**src/rtl/imem_window.sv**
```systemverilog
// imem_window: byte-wide instruction memory that serialises a 10-byte fetch window into a single word.
// Windows are loaded MSB-first, one byte per cycle. Out-of-range requests are answered with imem_error.
module imem_window #(
    parameter int MEM_DEPTH   = 256,
    parameter int INSTR_BYTES = 10
) (
    input  logic                     clk,
    input  logic                     rst_n,
    input  logic                     load_en,
    input  logic [7:0]               load_addr,
    input  logic [7:0]               load_data,
    output logic                     load_ready,
    input  logic                     req_valid,
    input  logic [63:0]              req_pc,
    output logic                     req_ready,
    output logic                     win_valid,
    output logic [8*INSTR_BYTES-1:0] instr,
    output logic                     imem_error,
    input  logic                     win_ack
);
    localparam int AW = $clog2(MEM_DEPTH);
    localparam int CW = $clog2(INSTR_BYTES);

    typedef enum logic [1:0] {IDLE, READ, RESP} state_t;

    state_t        state, state_nxt;
    logic [AW-1:0] pc;
    logic [CW-1:0] count;
    logic [7:0]    mem [MEM_DEPTH];
    logic          req_err;

    // Compare on the full 64 bits so that any nonzero high bits are flagged as out of range.
    assign req_err = req_pc > 64'(MEM_DEPTH - INSTR_BYTES);

    always_ff @(posedge clk or negedge rst_n)
        if (!rst_n) state <= IDLE;
        else        state <= state_nxt;

    // Error requests spend one READ cycle without touching memory, which gives them a latency of 1.
    always_comb begin
        state_nxt = state;
        case (state)
            IDLE:    if (req_valid) state_nxt = READ;
            READ:    if (imem_error || count == CW'(INSTR_BYTES - 1)) state_nxt = RESP;
            RESP:    if (win_ack) state_nxt = IDLE;
            default: state_nxt = IDLE;
        endcase
    end

    always_comb begin
        req_ready  = state == IDLE;
        load_ready = state == IDLE;
        win_valid  = state == RESP;
    end

    always_ff @(posedge clk or negedge rst_n)
        if (!rst_n) begin
            pc         <= '0;
            count      <= '0;
            instr      <= '0;
            imem_error <= 1'b0;
        end else if (state == IDLE && req_valid) begin
            pc         <= req_pc[AW-1:0];
            count      <= '0;
            instr      <= '0;
            imem_error <= req_err;
        end else if (state == READ && !imem_error) begin
            instr <= {instr[8*INSTR_BYTES-9:0], mem[pc + AW'(count)]};
            count <= count + 1'b1;
        end

    // Memory contents survive reset on purpose.
    always_ff @(posedge clk)
        if (load_en && load_ready) mem[AW'(load_addr)] <= load_data;
endmodule

```
**config.mk**
```make
export PLATFORM = sky130hd
export DESIGN_NAME = imem_window
export DESIGN_NICKNAME = d
export VERILOG_FILES = /design/src/rtl/imem_window.sv
export SDC_FILE = /design/constraint.sdc
export NUM_CORES = 2
export LEC_CHECK = 0
export ABC_AREA = 1
export BUFFER_PORTS_ARGS = -buffer_cell sky130_fd_sc_hd__buf_4
export CAP_MARGIN = 5
export CORE_ASPECT_RATIO = 1.25
export CORE_MARGIN = 2
export CORE_UTILIZATION = 45
export CTS_CLUSTER_DIAMETER = 30
export DETAILED_ROUTE_END_ITERATION = 10
export SLEW_MARGIN = 10
export SYNTH_ARGS = -nofsm -noshare
export SYNTH_HDL_FRONTEND = slang
export SYNTH_SLANG_ARGS = --single-unit
```
**constraint.sdc**
```tcl
create_clock -name clk -period 7.7 [get_ports clk]
set_input_delay 1.155 -clock clk [delete_from_list [all_inputs] [get_ports clk]]
set_output_delay 1.155 -clock clk [all_outputs]
set_load 0.01 [all_outputs]
```
* After elaboration in Yosys (flattened, before gate mapping)
Memory sizes are Yosys's and may differ from the RTL's.
Index checks and enable logic that the tools add are counted.
** Storage, ports and cells
- Input port bits :: 85
- RAM bits :: 2048
- Memory bits (read-only) :: 0
- Memories :: 1
- Latch bits :: 0
- Flip-flop bits (word level) :: 95
** Memory list
- mem :: depth 256, bits a word 8, rd ports 1, clocked after Yosys merged registers in 0, write ports 1, RTL line 29 : logic [7:0] mem [MEM_DEPTH];
** Cells by class
- Eq/ne operators :: 6
- Multiplexer cells :: 10
- Divide/modulo/power cells :: 0
- Shift operators :: 0
- $mul :: 0
- Reductions and logical operators :: 8
- Add/subtract/negate cells :: 2
- $lt $le $gt $ge :: 1
- Bitwise logic cells :: 0
** Operator list (count)
- 80-bit two-way mux :: 2
- 64-bit by 8-bit > comparator with 1-bit output, second input constant :: 1
- 8-bit by 4-bit adder with 8-bit output :: 1
- 4-bit two-way mux :: 2
- 2-bit two-way mux :: 3
- 2-bit one-hot mux with 3 select lines :: 1
- 4-bit by 1-bit adder with 4-bit output, second input constant :: 1
- 4-bit == test, second input constant :: 1
- 2-bit by 1-bit inequality test with 1-bit output, second input constant :: 2
- 1-bit logical AND :: 3
- 3-bit AND reduction :: 1
- 2-bit by 1-bit == test with 1-bit output, second input constant :: 1
- 2-bit == test, second input constant :: 1
- 2-bit logical NOT :: 1
- 1-bit two-way mux :: 2
- 2-bit inequality test, second input constant :: 1
- 2-bit nonzero test :: 1
- 1-bit logical NOT :: 1
- 1-bit logical OR :: 1

* Logic depth before layout (Yosys ltp)
- Depth after elaboration :: 4
- Depth in mapped cells :: 19
- Gate-level depth less buffers :: 17

* Worst setup path before layout
Ideal clock, no wire load.
- Kind :: input-to-reg
- Start point :: input port load_en
- End point :: memory mem[110][0], enable pin
- Stages :: 5
- Library setup time :: 0.370 ns
- Data required time :: 7.330 ns
- Arrival :: 2.493 ns
- Path buffers :: 2
- Path slack :: 4.837 ns
- Cells stage by stage :: nor3b_2 -> buf_2 -> nand2_1 -> clkbuf_1 -> nor2_1
** On the way
- Word-level cells in the longest chain between the ends :: 3
** RTL lines
- from (decl) :: RTL line 9 : input logic load_en,
- 1-bit logical AND :: RTL line 74 : if (load_en && load_ready) mem[AW'(load_addr)] <= load_data;
- 1-bit two-way mux :: RTL line 74
- 1-bit two-way mux (implied by the code) :: RTL line 74
- to (decl) :: RTL line 29
Every way passes these cells.

* Final worst setup path
- Start point :: register count[0]
- End point :: register instr[6]
** On the way
- Word-level cells in the longest chain between the ends :: 4
** RTL lines
- from (decl) :: RTL line 28 : logic [CW-1:0] count;
- from (signal assigned) :: RTL line 69 : count <= count + 1'b1;
- 8-bit by 4-bit adder with 8-bit output :: RTL line 68 : instr <= {instr[8*INSTR_BYTES-9:0], mem[pc + AW'(count)]};
- memory 256 x 8 bit
- 80-bit two-way mux :: RTL line 67 : end else if (state == READ && !imem_error) begin
- 80-bit two-way mux :: RTL line 62 : end else if (state == IDLE && req_valid) begin
- to (signal assigned) :: RTL line 68
- to (decl) :: RTL line 17 : output logic [8*INSTR_BYTES-1:0] instr,
Every way passes these cells. The select of a mux whose other input is x is not followed.
A chain may end at the register's enable or synchronous reset.

==> key figures <==
Status
  • Status: complete, no violations

Worst setup path
  • Slowest Stage Delay on Critical Path: 0.82 ns
  • Crit path top cell by count: nand3_1
  • Worst setup SP type: register
  • Max FO, Critical Path: 66
  • Crit Path Class: register to register
  • Cell Chain, Critical Path: ha_4 -> inv_1 -> fa_4 -> inv_1 -> nand2_1 -> nand2_8 -> buf_4 -> buf_4 -> nand3_1 -> nand3_1 -> nand3_1 -> nand3_1 -> nand3_1 -> nand3_1 -> nand3_1 -> nand2_1
  • Nature of the critical path endpoint: register
  • CP Data Required Time: 8.55 ns
  • Worst EP arrival: 5.68 ns
  • Slowest-stage cell, CP: buf_4

Final layout
  • Filler Cells Inserted: 16300
  • Most frequent cells in the layout: nand2_1, edfxtp_1, nand3_1
  • Commonest non-fill, non-tap cell in the layout: nand2_1
  • Share of post-route cells with drive strength above 1: 0.110
  • Finished Cell Area: 103000 um2
  • Layout area overhead: 17.0%
  • Nets: 7763

STA
  • Max frequency: 207 MHz
  • Worst Clk Skew: 0.0544 ns
  • Fin Setup TNS: 0 ns
  • Tmin final: 4.83 ns
  • Fin crit share: 0.627
  • Hold Fails Final Rpt: 0
  • Fin. max-slew vios: 0
  • RSZ-0062 raised after global routing: false
  • Worst Tran Pin Value: 1.25 ns
  • Setup Viol. Count Final: 0
  • Worst Setup Slack, final: 2.87 ns
  • Worst relative slew slack: 0.169

Clock network
  • Clock Sinks: 2143
  • CTS Buf Count: 365
  • Setup Buffers After CTS: 0
  • H-tree Lvls: 5
  • CTS tree: built
  • Clock-pin slew on the worst setup and hold paths: 0.05 ns
  • Clk buf depth: 4
  • Later-pin clock latency in the skew report: 0.95 ns
  • Clock Tree Root: clkbuf_16
  • Hold buffers post-CTS: 0
  • Post_cts resized: 0

Route
  • Avg WL per Cell: 23.2 um
  • Drt initial violations: 6227
  • Routed via count: 58600
  • Via/cell ratio: 5.57
  • Antenna-violating nets left: 0
  • DRT Pass-1 Iters: 6
  • Post-Route WL: 245000 um
  • # DRC: 0

Floorplan
  • Top Ports: 169
  • Number of core rows: 181
  • Die area: 198000 um2
  • Width of the die: 399 um
  • Die height: 497 um
  • Core area: 194000 um2
  • Initial Utilization: 0.452

Logic synthesis
  • Flops & latches, synth: 2143
  • Top_reg_cell synth: edfxtp_1
  • Async SR Flop Fraction: 0.0443
  • Synth cell types: 32
  • Post-synth top area share: 0.701
  • Synth area leaders: edfxtp_1, nand2_1, nand3_1
  • Synth Area per Inst: 11.6 um2
  • Syn. warnings: 0
  • Post-synth top area cell: edfxtp_1
  • Post-synth EDFFs: 2048
  • Syn Nets: 7645
  • Syn Inst Count: 7553
  • Post-Syn Area: 87700 um2
  • Post-synthesis sequential area ratio: 0.729

GRT
  • GRT Util Overall: 0.243
  • GRT Residual Overflow: 0
  • Largest net degree at the start of global routing: 189
  • Initial antenna violation count: 6
  • Number of global-route vias before repair: 57400
  • First-pass GRT wire length: 363000 um

Power
  • Clock Power Share: 0.397
  • Net Sw Frac: 0.353
  • Net Sw Power: 14.0 mW
  • LEAKAGE: 37.1 nW
  • Pwr dens: 387 nW/um2
  • Power Total: 39.7 mW
  • Gate power share: 0.279
  • Seq pwr share: 0.323
  • Maximum vdd drop: 0.324 mV
  • Total internal power: 25.7 mW

Placement
  • Pre-CTS WS: 3.04 ns
  • Post-DP HPWL: 133000 um
  • DP Area: 90500 um2
  • Count of buffers from port buffering: 168
  • Gpl congestion: 0.852

Run
  • Max_cap viols: 0

Worst hold path
  • Worst hold path type: primary input to async pin
-- worst paths after layout --
| kind | start | endpoint | slack [ns] | cells after the start |
|---|---|---|---|---|
| setup / recovery | count[0]$_DFFE_PN0P_ | instr[6]$_DFFE_PN0P_ | 2.87 | 16 |
| hold / removal | rst_n | instr[50]$_DFFE_PN0P_ | 0.14 | 1 |
| setup reg to reg | count[0]$_DFFE_PN0P_ | instr[6]$_DFFE_PN0P_ | 2.87 | 16 |
| hold reg to reg | pc[3]$_DFFE_PN0P_ | pc[3]$_DFFE_PN0P_ | 0.48 | 2 |
| max in group asynchronous | rst_n | instr[6]$_DFFE_PN0P_ | 6.30 | 2 |
| min in group clk | win_ack | state[1]$_DFFE_PN0P_ | 0.40 | 2 |
-- flip-flops by register name (all words and copies together), names as in the netlist --
name and cells:
imem_error 1, mem 2048, instr 80, state 2, count 4, pc 8
-- kinds of logic after synthesis --
| group | share of synthesized area |
|---|---|
| simple gates | 0.228 |
| flops | 0.729 |
| buf+inv | 0.0354 |
| compound gates | 0.00598 |
| fa+ha+maj | 0.00108 |
| xor+xnor | 0.000500 |
-- stage by stage --
stage,hold WS [ns],utilization,instances
6_report,0.139,0.529,10500
4_1_cts,0.0970,0.529,10500
3_5_place_dp,0.478,0.466,9866
3_3_place_gp,0.466,0.466,9866
2_1_floorplan,0.453,-,7553
5_1_grt,0.149,0.529,10500
-- worst max-delay path, delay by kind of cell, from the launching register on --
family                     cells  cell delay [ns]
adders and majority gates      2             0.60
buffers and inverters          4             1.59
DFF                            1             0.46
and+or+nand+nor               10             1.90
-- cell type report --
type	count	area [um2]	area share
well taps	2562	3210	0.0312
diodes	5	12.5	0.000122
repair buffers	247	2150	0.0210
flip-flops and latches	2143	63900	0.623
inverters	127	510	0.00498
clock inverters	249	2610	0.0255
clock buffers	406	9470	0.0923
multi-input cells	4787	20800	0.202
-- per-layer routing --
| metal | routed length, um | up-vias | global-route usage |
|---|---|---|---|
| met5 | 59 | - | 0 |
| met4 | 8230 | 10 | 0.0923 |
| met3 | 18300 | 499 | 0.0410 |
| met2 | 121000 | 2517 | 0.407 |
| met1 | 97100 | 28700 | 0.315 |
| li1 | - | 26900 | - |
-- Yosys cell counts, types with 6 or more instances --
cell type  count
buf_6          6
edfxtp_1    2048
inv_1        119
nand2_1     2497
ha_1           6
o22ai_1       58
buf_2        339
dfrtp_1       95
nand4_1        6
o21ai_0       25
inv_2          7
nand3_1     1872
clkbuf_1      68
buf_4         78
nor4_1        15
nor2_1       289
-- power by group through the flow --
stage / logic, mW / registers (mW) / clock network, mW
finish: 11.1 / 12.9 / 15.8
global route: 12.1 / 12.8 / 16.4
CTS: 11.0 / 12.9 / 15.9
detailed placement: 11.0 / 13.1 / 0
global placement: 10.9 / 13.1 / 0
floorplan: 7.51 / 13.1 / 0
Power figures use the tool's default switching activity.
